==> config.mk <==
export PLATFORM = sky130hd
export DESIGN_NAME = tty_iobus
export DESIGN_NICKNAME = d
export VERILOG_FILES = /design/src/rtl/tty_iobus.sv
export SDC_FILE = /design/constraint.sdc
export NUM_CORES = 1
export LEC_CHECK = 0
export BUFFER_PORTS_ARGS = -buffer_cell sky130_fd_sc_hd__buf_2
export CAP_MARGIN = 20
export CORE_MARGIN = 3
export CORE_UTILIZATION = 55
export CTS_CLUSTER_DIAMETER = 60
export DETAILED_ROUTE_END_ITERATION = 16
export PLACE_DENSITY = 0.82
export SYNTH_ARGS = -nofsm -noshare
export SYNTH_HDL_FRONTEND = slang
export SYNTH_SLANG_ARGS = --single-unit
==> constraint.sdc <==
create_clock -name clk -period 3.65 [get_ports clk]
set_clock_uncertainty 0.15 [all_clocks]
set_input_delay 1.095 -clock clk [delete_from_list [all_inputs] [get_ports clk]]
set_output_delay 1.095 -clock clk [all_outputs]
set_load 0.01 [all_outputs]
==> src/rtl/tty_iobus.sv <==
// Console teletype on the KA10 I/O bus: CONO/CONI/DATAO/DATAI decode,
// 8N1 serial transmitter, parallel receive latch and PI request generation.
module tty_iobus #(
  parameter logic [6:0]  DEVSEL = 7'o24,
  parameter int unsigned CLKDIV = 16
) (
  input  logic        clk,
  input  logic        reset,
  input  logic        iobus_iob_reset,
  input  logic [3:9]  iobus_ios,
  input  logic        iobus_datao_clear,
  input  logic        iobus_datao_set,
  input  logic        iobus_cono_clear,
  input  logic        iobus_cono_set,
  input  logic        iobus_iob_datai,
  input  logic        iobus_iob_coni,
  input  logic [0:35] iobus_iob_in,
  output logic [0:35] iobus_iob_out,
  output logic [1:7]  iobus_pi,
  output logic        tx_line,
  input  logic [0:7]  rx_data,
  input  logic        rx_strobe
);

  localparam int unsigned CNT_W = 16;
  localparam logic [CNT_W-1:0] CNT_RELOAD = CNT_W'(CLKDIV - 1);

  typedef enum logic [1:0] {
    ST_IDLE,
    ST_START,
    ST_DATA,
    ST_STOP
  } tx_state_t;

  // Bus and device state
  logic             clr;
  logic             sel;
  logic             cono_clr_c;
  logic             cono_set_c;
  logic             datao_clr_c;
  logic             datao_set_c;
  logic             datai_lvl_c;
  logic             coni_lvl_c;
  logic             datai_q;
  logic             datai_rise_c;

  logic [2:0]       pia;
  logic             tto_busy;
  logic             tto_done;
  logic             tti_done;
  logic [28:35]     tto_buf;
  logic [0:7]       tti_buf;
  logic             start_req;

  tx_state_t        state;
  logic [CNT_W-1:0] cnt;
  logic [7:0]       shifter;
  logic [2:0]       bitn;
  logic             tx_start_c;
  logic             tx_end_c;

  logic             unused_iob;

  // Strobe qualification: everything on the bus is gated by device select
  assign clr          = reset | iobus_iob_reset;
  assign sel          = (iobus_ios == DEVSEL);
  assign cono_clr_c   = iobus_cono_clear & sel;
  assign cono_set_c   = iobus_cono_set & sel;
  assign datao_clr_c  = iobus_datao_clear & sel;
  assign datao_set_c  = iobus_datao_set & sel;
  assign datai_lvl_c  = iobus_iob_datai & sel;
  assign coni_lvl_c   = iobus_iob_coni & sel;
  assign datai_rise_c = datai_lvl_c & ~datai_q;

  // A start only launches from an idle transmitter; a busy one drops it
  assign tx_start_c = start_req & ~tto_busy;
  assign tx_end_c   = (state == ST_STOP) && (cnt == '0);

  assign unused_iob = ^{iobus_iob_in[0:27], iobus_iob_in[30], iobus_iob_in[32]};

  // DATAI edge detector so only the first read cycle clears tti_done
  always_ff @(posedge clk) begin
    if (clr) begin
      datai_q <= 1'b0;
    end else begin
      datai_q <= datai_lvl_c;
    end
  end

  // Interrupt assignment: clear applies before set in the same cycle
  always_ff @(posedge clk) begin
    if (clr) begin
      pia <= 3'd0;
    end else begin
      pia <= (cono_clr_c ? 3'd0 : pia) |
             (cono_set_c ? iobus_iob_in[33:35] : 3'd0);
    end
  end

  // Transmit buffer and one-cycle start request from DATAO set
  always_ff @(posedge clk) begin
    if (clr) begin
      tto_buf   <= '0;
      start_req <= 1'b0;
    end else begin
      tto_buf   <= (datao_clr_c ? 8'd0 : tto_buf) |
                   (datao_set_c ? iobus_iob_in[28:35] : 8'd0);
      start_req <= datao_set_c;
    end
  end

  // Output-done flag: clears first, then sets; character completion always wins
  always_ff @(posedge clk) begin
    if (clr) begin
      tto_done <= 1'b0;
    end else begin
      tto_done <= ((cono_clr_c | datao_clr_c) ? 1'b0 : tto_done) |
                  (cono_set_c & iobus_iob_in[31]) |
                  tx_end_c;
    end
  end

  // Input-done flag: a receive strobe beats the DATAI clear in the same cycle
  always_ff @(posedge clk) begin
    if (clr) begin
      tti_done <= 1'b0;
    end else begin
      tti_done <= ((cono_clr_c | datai_rise_c) ? 1'b0 : tti_done) |
                  (cono_set_c & iobus_iob_in[29]) |
                  rx_strobe;
    end
  end

  // Receive buffer: every strobe overwrites, overrun included
  always_ff @(posedge clk) begin
    if (clr) begin
      tti_buf <= '0;
    end else if (rx_strobe) begin
      tti_buf <= rx_data;
    end
  end

  // Serial transmitter: START, 8 data bits LSB first, STOP, each CLKDIV cycles
  always_ff @(posedge clk) begin
    if (clr) begin
      state    <= ST_IDLE;
      cnt      <= '0;
      shifter  <= '0;
      bitn     <= 3'd0;
      tto_busy <= 1'b0;
      tx_line  <= 1'b1;
    end else begin
      case (state)
        ST_IDLE: begin
          tx_line <= 1'b1;
          if (tx_start_c) begin
            state    <= ST_START;
            cnt      <= CNT_RELOAD;
            shifter  <= tto_buf;
            tto_busy <= 1'b1;
            tx_line  <= 1'b0;
          end
        end
        ST_START: begin
          if (cnt == '0) begin
            state   <= ST_DATA;
            cnt     <= CNT_RELOAD;
            bitn    <= 3'd0;
            tx_line <= shifter[0];
          end else begin
            cnt <= cnt - CNT_W'(1);
          end
        end
        ST_DATA: begin
          if (cnt == '0) begin
            cnt <= CNT_RELOAD;
            if (bitn == 3'd7) begin
              state   <= ST_STOP;
              tx_line <= 1'b1;
            end else begin
              bitn    <= bitn + 3'd1;
              shifter <= shifter >> 1;
              tx_line <= shifter[1];
            end
          end else begin
            cnt <= cnt - CNT_W'(1);
          end
        end
        ST_STOP: begin
          if (cnt == '0) begin
            state    <= ST_IDLE;
            tto_busy <= 1'b0;
            tx_line  <= 1'b1;
          end else begin
            cnt <= cnt - CNT_W'(1);
          end
        end
        default: begin
          state    <= ST_IDLE;
          tto_busy <= 1'b0;
          tx_line  <= 1'b1;
        end
      endcase
    end
  end

  // PI request: one-hot on the assigned level while either flag is up
  always_ff @(posedge clk) begin
    if (clr) begin
      iobus_pi <= '0;
    end else begin
      for (int n = 1; n <= 7; n++) begin
        iobus_pi[n] <= (pia == 3'(n)) && (tto_done | tti_done);
      end
    end
  end

  // Read-back mux onto the wired-OR bus; zero unless selected and reading
  always_comb begin
    iobus_iob_out = '0;
    if (coni_lvl_c) begin
      iobus_iob_out[29]    = tti_done;
      iobus_iob_out[30]    = tto_busy;
      iobus_iob_out[31]    = tto_done;
      iobus_iob_out[33:35] = pia;
    end
    if (datai_lvl_c) begin
      iobus_iob_out[28:35] = iobus_iob_out[28:35] | tti_buf;
    end
  end

endmodule
; ---- After elaboration in Yosys (flattened, before gate mapping)
; Index checks and enable logic that the tools add are counted.
[totals]
mem_bits_ro = 0
regBits = 61
inputBits = 61
wordCells = 114
ramBits = 0
latch_bits = 0
n_memories = 0
[op_classes]
n_mux = 36
n_shift = 0
n_addsub = 2
magnitude_cmp = 0
eq_ne = 19
multipliers = 0
div_mod_pow = 0
n_reduce_logical = 20
bitwise_logic = 23
[op_table]
columns = operator, count
row1 = $mux W16, 3
row2 = $mux W8, 6
row3 = $pmux W16 S3, 1
row4 = $mux W3, 7
row5 = $logic_not A16 Y1, 1
row6 = $pmux W8 S2, 1
row7 = $sub A16 B1 Y16 const B, 1
row8 = $eq A3 B3 Y1 const B, 5
row9 = $ne A2 B2 Y1 const B, 6
row10 = $and A1 B1 Y1, 10
row11 = $mux W2, 5
row12 = $mux W1, 9
row13 = $logic_and A1 B1 Y1, 8
row14 = $or A1 B1 Y1, 8
row15 = $or A7 B8 Y8, 1
row16 = $or A8 B8 Y8, 1
row17 = $pmux W2 S4, 1
row18 = $reduce_and A4 Y1, 2
row19 = $eq A7 B5 Y1 const B, 1
row20 = $eq A3 B2 Y1 const B, 2
row21 = $pmux W3 S2, 1
row22 = $reduce_and A3 Y1, 2
row23 = $reduce_bool A2 Y1, 3
row24 = $reduce_and A5 Y1, 1
row25 = 12 further kinds, 14

; ---- Depth between registers and ports, before layout
; Gate-level depths: netlist of the first run.
[depth]
ltp_word = 7
ltp_mapped = 9
depth_no_buf = 7

; ---- Least setup slack after synthesis of the first run
; OpenSTA, ideal clock, no wires.
[synth_path]
path_kind = input port to output port
start = input port iobus_ios[4] in the netlist's numbering
end = output port iobus_iob_out[28] in the netlist's numbering
stages = 4
n_path_buf = 1
setup_slack_ns = 0.324
arrival_ns = 2.081
path_cell_list = nor4bb_1 and2_1 clkbuf_1 and3_1
[synth_between]
elab_chain_cells = 3
[synth_lines]
columns = element, line_no
row1 = from (decl), 10  ; input logic [3:9] iobus_ios,
row2 = $eq A7 B5 Y1, 66  ; assign sel = (iobus_ios == DEVSEL);
row3 = $and A1 B1 Y1, 71  ; assign datai_lvl_c = iobus_iob_datai & sel;
row4 = $mux W8, 227  ; if (datai_lvl_c) begin
row5 = to (decl), 18  ; output logic [0:35] iobus_iob_out,
; No other way between the ends.

; ---- Final worst setup path of the first run
[layout_path]
start = input port iobus_ios[4] in the netlist's numbering
end = output port iobus_iob_out[30] in the netlist's numbering
[layout_between]
elab_chain_cells = 5
elab_cells_between_ends = 6
cone_classes = 1 x eq/ne / 2 x mux / 3 x bitwise
[layout_lines]
columns = element, line_no
row1 = $eq A7 B5 Y1 *, 66
row2 = $and A1 B1 Y1, 72  ; assign coni_lvl_c = iobus_iob_coni & sel;
row3 = $mux W3, 221  ; if (coni_lvl_c) begin
row4 = $or A7 B8 Y8, 228  ; iobus_iob_out[28:35] = iobus_iob_out[28:35] | tti_buf;
row5 = $mux W8 *, 227
; Mark *: on every way between the ends. The rest lies on a longest branch, timed or not.

==> impl_metrics.toml, run 1 <==
[status]
status = "completed"

[sta]
drv_slew = 0
rsz0062_at_grt = "false"
setup_viol = 0
whs_ps = 337
period_needed_ps = 3390
fmax_mhz = 295
finalSetupTns_ps = 0
slew_headroom = 0.617
worst_pin_slew_ps = 571
hold_viol = 0
finalCritPeriodShare = 0.928

[worst_setup_path]
worst_setup_path_start_kind = "input port"
crit_type = "input port to output pin"
critPathArrivalTime_ps = 2140
max_stage_delay_ps = 380
critPathMaxFanout = 7
path_common_cell = "buf_2"
worstPathRequired_ps = 2400
path_buf_inv = 2
path_cells = "buf_2, nor4bb_1, nand2_1, nor2_1, buf_2"
cpMaxStageDelayCell = "nor4bb_1"
critPathCaptureType = "output pin"
cp_top_family = "simple AND/OR/NAND/NOR gates"

[placed_design]
post-dp-hpwl_mm = 4.85
place_congestion = 0.870
io_buffer_count = 48

[clocking]
postCtsSetupBuffers = 0
cts_hold_buffers = 0
clkTransAtPathRegs_ps = 70
cts.sinks = 61
cts_tree = "yes"
clock_latency_ps = 350
clk_path_buf_depth = 2
htree_levels = 3
cts_made_buffers = 9
cts-root-buf = "clkbuf_8"
ctsResizeCount = 0

[route]
vias = 2817
postRouteAntennaNets = 0
drc = 0
dr.pass1.iters = 4
wl_per_cell_um = 14.0
wirelength_mm = 6.91
detail_route.iter0.violations = 187
via_per_inst = 5.70

[global_routing]
use_met2 = 0.366
grt_max_degree = 38
grt_pass1_vias = 2636
globalRoute.totalOverflow = 0
top_usage_layer = "met2"
grt_first_pass_wirelength_mm = 11.4
grt_use_met3 = 0.0658
grt_usage = 0.217
use_met1 = 0.250
antenna_found_initial = 0

[power_and_ir_drop]
internal-power_uw = 1020
cellPowerDensity_mw_per_mm2 = 386
net-switching-power_uw = 344
swShare = 0.253
power_uw = 1360
power.leakage_uw = 0.00154
combinationalPowerShare = 0.050
peakVddDrop_mv = 0.293
pwr-share-seq = 0.493
power.share.clock = 0.458

[synthesis]
synthArstFlopShare = 0
synth_flop_cell = "dfxtp_1"
synth_cells = 374
synth_area_per_cell_um2 = 8.49
synth-seq-area-share = 0.384
synth_edf_count = 0
ys_types = 54
synth.cell_area_mm2 = 0.00318
synth_warnings = 0
synth-seq-cells = 61

[floorplanning]
die_h_um = 82
io_pins = 105
core_region_area_mm2 = 0.00554
start_util = 0.573
rows = 27
fp.dieArea_mm2 = 0.00672
fp.dieW_um = 82

[finish]
areaGrowthSynthToFinish_pct = 11.1
diodes = 0
fill_cells = 480
utilization = 0.637
drive_gt1_frac = 0.201
nets = 486
multiInputGateArea_mm2 = 0.00172
regArea_mm2 = 0.00122

[min_path]
hold_class = "flip-flop to flip-flop"

[job]
maxCapViolCount = 0
## area by class of cell
type / instances / area share
Clock buffer: 9 / 0.0351
Clock inverter: 7 / 0.0237
Inverter: 7 / 0.00744
Multi-Input combinational cell: 287 / 0.488
Sequential cell: 61 / 0.346
Tap cell: 72 / 0.0255
Timing Repair Buffer: 51 / 0.0744
## logic make-up after synthesis
group                    after synthesis  share of synthesized area
XOR/XNOR                               1                    0.00276
multiplexers                          10                     0.0319
AND/OR/NAND/NOR                      152                      0.264
other                                  1                    0.00118
buffers and inverters                 53                      0.105
adder cells (fa/ha/maj)                8                     0.0315
flip-flops                            61                      0.384
AO/OA/AOI/OAI                         88                      0.179
## state kept, by name, summed over array words and instances, names as in the netlist
| signal | count |
|---|---|
| bitn | 3 |
| cnt | 16 |
| datai_q | 1 |
| iobus_pi | 7 |
| pia | 3 |
| shifter | 8 |
| start_req | 1 |
| state | 2 |
| tti_buf | 8 |
| tti_done | 1 |
| tto_buf | 8 |
| tto_busy | 1 |
| tto_done | 1 |
| tx_line | 1 |
## cell usage after synthesis (2+ instances only)
cell type	instances	area (um^2)
dfxtp_1	61	1220
nor2_1	52	195
buf_4	29	218
nand2_1	27	101
o21ai_0	21	105
nor3_1	19	95.1
a21oi_1	18	90.1
a22oi_1	14	105
clkbuf_1	10	37.5
a31oi_1	9	56.3
mux2i_1	9	90.1
and3_1	8	50.1
ha_1	8	100
nor3_2	8	80.1
inv_1	7	26.3
and2_1	6	37.5
a32oi_1	4	35.0
nand3_1	4	20.0
nor3b_1	4	30.0
o21a_1	4	30.0
o22ai_1	4	25.0
buf_6	3	33.8
nand2b_1	3	18.8
nor4_4	3	63.8
a211o_1	2	17.5
and3b_1	2	17.5
clkbuf_2	2	10.0
nand4_1	2	12.5
nor2b_1	2	12.5
nor4_1	2	12.5
nor4_2	2	25.0
o31ai_1	2	15.0
or2_2	2	12.5
## placed cells by master (no fill, tap or decap), types with 3 or more instances in the layout
cell	instances
o22ai_1	4
nor3b_1	4
a31oi_1	9
nor2_1	52
buf_2	48
ha_1	8
a22oi_1	14
clkinv_4	3
inv_1	7
dfxtp_1	61
nand2_1	27
o21ai_0	21
a21oi_1	18
and2_1	6
nor3_2	8
o21a_1	4
conb_1	28
clkbuf_8	9
and3_1	8
nor4_4	3
mux2i_1	9
nor3_1	19
nand2b_1	3
nand3_1	4
a32oi_1	4
buf_4	3
## worst min-delay path, stage by stage (launching register included)
cell	delay, ps
dfxtp_1	310
o21ai_0	70
a21oi_1	60
## metrics by stage
stage | cell area, um^2 | setup slack [ps] | cells
4_1_cts | 3530 | 248 | 494
6_report | 3530 | 264 | 494
3_3_place_gp | 3320 | 303 | 478
2_1_floorplan | 3280 | 324 | 401
5_1_grt | 3530 | 106 | 494
3_5_place_dp | 3320 | 255 | 478
## power groups by stage
stage / Clock [uW] / Combinational (uW) / Sequential [uW]
finish: 623 / 67.5 / 671
detailed placement: 0 / 66.4 / 686
global placement: 0 / 65.1 / 686
floorplan: 0 / 63.4 / 686
global route: 664 / 77.0 / 671
CTS: 632 / 66.8 / 671
## layer usage
layer	share of wire	wire, um	vias to the layer above
met5	0	0	-
met4	0.019	131	0
met3	0.071	492	15
met2	0.47	3270	120
met1	0.44	3020	1319
li1	-	-	1363
## path summary, 6_finish.rpt
check	slack, ps	end	start	cells after the start
worst max-delay path	260	iobus_iob_out[30]	iobus_ios[4]	5
worst min-delay path	340	bitn[2]	bitn[2]	2
worst max register to register	1140	cnt[11]	cnt[0]	7
worst min register to register	340	bitn[2]	bitn[2]	2
Note: power is estimated with default switching activity, not from simulation.
==> run 2: changes to the inputs <==
CTS_BUF_LIST = sky130_fd_sc_hd__clkbuf_16   (was unset)
==> run 2 against run 1 <==
Against the previous run: critical path depth unchanged; sequential cell count unchanged; clock power grew 38%; worst hold slack got worse by 6.5 ps; register-to-register slack improved by 100 ps; die area unchanged; sequential share of layout area shrank 0.96 points; routed wire length increased by 1.2%; cell count unchanged; clock-buffer cell count is the same; highest routed layer unchanged; global-route usage grew 0.94 points; power grew 18%.
==> impl_metrics.toml, run 2 (same netlist as run 1, synthesis figures left out) <==
[status]
status = "completed"

[power_and_ir_drop]
peakVddDrop_mv = 0.309
power.leakage_uw = 0.00158
cellPowerDensity_mw_per_mm2 = 441

[global_routing]
globalRoute.totalOverflow = 0
antenna_found_initial = 0
grt_first_pass_wirelength_mm = 11.6
grt_pass1_vias = 2613
grt_usage = 0.226
grt_max_degree = 38

[placed_design]
dp.cells = 478
place_worst_setup_slack_ps = 255
post-dp-hpwl_mm = 4.85
place_congestion = 0.870
io_buffer_count = 48

[route]
postRouteAntennaNets = 0
wl_per_cell_um = 14.2
detail_route.iter0.violations = 220
vias = 2793
wirelength_mm = 6.99
dr.pass1.iters = 5
via_per_inst = 5.65
drc = 0

[floorplanning]
fp.dieArea_mm2 = 0.00672
io_pins = 105
core_region_area_mm2 = 0.00554
rows = 27
start_util = 0.573
die_h_um = 82
fp.dieW_um = 82

[finish]
utilization = 0.656
largest_register_ffs = 16
regMostFlops = "cnt"
mostFrequentLayoutCells = "61 x dfxtp_1, 52 x nor2_1, 48 x buf_2, 28 x conb_1, 27 x nand2_1"
diodes = 0
drive_gt1_frac = 0.201
fin_cells = 494
fill_cells = 474
final_common_cell = "dfxtp_1"
nets = 486
areaGrowthSynthToFinish_pct = 14.3

[sta]
hold_viol = 0
worst_pin_slew_ps = 544
finalCritPeriodShare = 0.927
fmax_mhz = 296
rsz0062_at_grt = "false"
period_needed_ps = 3380
setup_viol = 0
finalSetupTns_ps = 0
slew_headroom = 0.635
setup_ws_ps = 266
drv_slew = 0

[worst_setup_path]
path_buf_inv = 2
crit_type = "input port to output pin"
critPathArrivalTime_ps = 2140
cpMaxStageDelayCell = "nor4bb_1"
worstPathRequired_ps = 2400
critPathMaxFanout = 7
cp_top_family = "simple AND/OR/NAND/NOR gates"
max_stage_delay_ps = 380
critPathCaptureType = "output pin"
path_common_cell = "buf_2"
worst_setup_path_start_kind = "input port"
path_cells = "buf_2, nor4bb_1, nand2_1, nor2_1, buf_2"

[clocking]
clkTransAtPathRegs_ps = 50
cts_tree = "yes"
cts-root-buf = "clkbuf_16"
clk_path_buf_depth = 2
clock_latency_ps = 330
htree_levels = 3
ctsResizeCount = 0
cts_hold_buffers = 0
cts_made_buffers = 9
postCtsSetupBuffers = 0
cts.sinks = 61

[min_path]
hold_class = "flip-flop to flip-flop"

[job]
maxCapViolCount = 0
==> run 2: layer usage <==
| layer | track usage | up-vias | part of all wire |
|---|---|---|---|
| met1 | 0.257 | 1279 | 0.42 |
| li1 | - | 1364 | - |
| met5 | 0 | - | 0 |
| met4 | 0.0930 | 0 | 0.021 |
| met2 | 0.387 | 135 | 0.48 |
| met3 | 0.0768 | 15 | 0.082 |
==> run 2: through the flow <==
stage	total power (uW)	cell area (um^2)	hold WS (ps)
finish	1600	3630	331
global route	1660	3630	358
CTS	1610	3630	342
detailed placement	753	3320	329
global placement	751	3320	312
floorplan	749	3280	302
==> run 2: path summary, 6_finish.rpt <==
path | startpoint | to | slack, ps | depth (start not counted)
max | iobus_ios[4] | iobus_iob_out[30] | 270 | 5
min | bitn[2] | bitn[2] | 330 | 2
max reg2reg | cnt[0] | cnt[11] | 1240 | 7
min reg2reg | bitn[2] | bitn[2] | 330 | 2
==> run 2: area by class of cell <==
| cell class | count | area (um^2) | share of cell area |
|---|---|---|---|
| multi-input cells | 287 | 1720 | 0.474 |
| flip-flops and latches | 61 | 1220 | 0.336 |
| repair buffers | 51 | 263 | 0.0723 |
| clock buffers | 9 | 225 | 0.0620 |
| well taps | 72 | 90.1 | 0.0248 |
| clock inverters | 7 | 83.8 | 0.0231 |
| inverters | 7 | 26.3 | 0.00723 |
==> run 2: report_power, final <==
| group | internal (uW) | switching [uW] | total (uW) |
|---|---|---|---|
| clock network | 538 | 323 | 861 |
| registers | 670 | 2.17 | 672 |
| logic | 23.5 | 44.1 | 67.6 |
==> run 2: tightest hold or removal path, delay by kind of cell, from the launching register on <==
family             cells  cell delay, ps
AOI/OAI and AO/OA      2             130
DFF                    1             310
==> run 3: changes to the inputs <==
CORE_MARGIN = unset   (was 3)
SETUP_SLACK_MARGIN = 0.4   (was unset)
==> run 3 against run 2 <==
Against the previous run: worst hold slack improved by 1.0 ps; design area increased by 3.1%; non-clock buffer count increased by 1; clock power is 14% higher; highest routed layer unchanged.
==> impl_metrics.toml, run 3 (same netlist as run 1, synthesis figures left out) <==
[floorplanning]
fp.dieArea_mm2 = 0.00608
core_region_area_mm2 = 0.00554
fp.dieW_um = 78
die_h_um = 78
io_pins = 105
rows = 27
start_util = 0.573

[route]
dr.pass1.iters = 4
via_per_inst = 5.60
detail_route.iter0.violations = 220
wirelength_mm = 6.85
drc = 0
vias = 2773
wl_per_cell_um = 13.8
postRouteAntennaNets = 0

[finish]
regMostFlops = "cnt"
final_area_mm2 = 0.00374
areaGrowthSynthToFinish_pct = 17.9
largest_register_ffs = 16
final_common_cell = "dfxtp_1"
mostFrequentLayoutCells = "61 x dfxtp_1, 49 x nor2_1, 44 x buf_2, 28 x conb_1, 26 x nand2_1"
drive_gt1_frac = 0.225
fin_cells = 495
nets = 487
diodes = 0

[clocking]
clkTransAtPathRegs_ps = 50
clk_path_buf_depth = 2
clock_latency_ps = 330
cts_made_buffers = 9
cts-root-buf = "clkbuf_16"
cts.sinks = 61
cts_tree = "yes"
htree_levels = 3

[sta]
rsz0062_at_grt = "true"
period_needed_ps = 3280
drv_slew = 0
fmax_mhz = 305
slew_headroom = 0.336
hold_viol = 0
finalCritPeriodShare = 0.897
setup_viol = 0
worst_pin_slew_ps = 993
finalSetupTns_ps = 0

[worst_setup_path]
cp-startpoint = "iobus_ios[3]"
max_stage_delay_ps = 350
worst_setup_path_start_kind = "input port"
r2r-start = "cnt[0]"
r2r_slack_ps = 1180
cpMaxStageDelayCell = "nor4bb_4"
worstPathRequired_ps = 2400
ff2ff_path_depth = 7
cp_top_family = "simple AND/OR/NAND/NOR gates"
path_cells = "buf_6, nor4bb_4, and2_4, and3_4, buf_6"
r2r-end = "cnt[14]"
path_common_cell = "buf_6"
crit_type = "input port to output pin"
critPathCaptureType = "output pin"
critPathMaxFanout = 3
critPathArrivalTime_ps = 2030
path_buf_inv = 2

[global_routing]
grt_pass1_vias = 2430
grt_usage = 0.236
antenna_found_initial = 0
globalRoute.totalOverflow = 0
grt_max_degree = 38
grt_first_pass_wirelength_mm = 11.2

[min_path]
hold_class = "flip-flop to flip-flop"
hp-start = "bitn[1]"
whs_path_depth = 2
hold_end = "bitn[1]"

[placed_design]
place_congestion = 0.822
place_area_mm2 = 0.00332
post-dp-hpwl_mm = 4.56
dp.cells = 477
io_buffer_count = 48

[status]
status = "completed"

[power_and_ir_drop]
peakVddDrop_mv = 0.349
cellPowerDensity_mw_per_mm2 = 461
power.leakage_uw = 0.00162

[job]
maxCapViolCount = 0
run 3: routing by layer:
metal | part of all wire | routed length [um] | global-route usage
met1 | 0.44 | 2990 | 0.293
met2 | 0.47 | 3220 | 0.386
met3 | 0.067 | 457 | 0.0529
met4 | 0.026 | 177 | 0.113
met5 | 0 | 0 | 0
run 3: worst min-delay path: cells and delay by family (launching register included):
| family | cells | cell delay (ps) |
|---|---|---|
| AOI/OAI and AO/OA | 2 | 130 |
| DFF | 1 | 310 |
run 3: power by group:
| group | internal (uW) | leakage [uW] | switching [uW] | total [uW] |
|---|---|---|---|---|
| Combinational | 25.6 | 0.000962 | 46.3 | 71.8 |
| Sequential | 670 | 0.000492 | 2.39 | 672 |
| Clock | 671 | 0.000170 | 313 | 984 |
| Total | 1370 | 0.00162 | 362 | 1730 |
run 3: how the worst max path moves through the flow:
stage | to | slack (ps) | depth (start not counted)
floorplan | iobus_iob_out[28] | 410 | 4
detailed placement | iobus_iob_out[35] | 270 | 5
global placement | iobus_iob_out[35] | 310 | 5
CTS | iobus_iob_out[28] | 410 | 5
finish | iobus_iob_out[32] | 370 | 5
global route | iobus_iob_out[32] | 340 | 5
run 3: repair_timing:
item / CTS / global route
hold endpoints to repair: 0 / 0
gates cloned: 0 / 0
pin swaps: 1 / 9
buffers inserted: 0 / 2
endpoints found under the setup margin: 8 / 8
hold buffers: 0 / 0
resized for setup: 7 / 7
run 3: layout make-up:
type                    count  area, um^2
inverters                   7        26.3
multi-input cells         287        1770
clock inverters             7         121
clock buffers               9         225
well taps                  72        90.1
fillers                   411        1800
repair buffers             52         295
flip-flops and latches     61        1220
run 3: through the flow:
step                      power, uW  hold slack, ps  worst slack [ps]  utilization
after floorplan                 749             302               414            -
final                          1730             332               374        0.676
after global routing           1780             365               343        0.676
after detailed placement        752             325               268        0.598
after CTS                      1740             335               406        0.668
after global placement          750             315               308        0.598
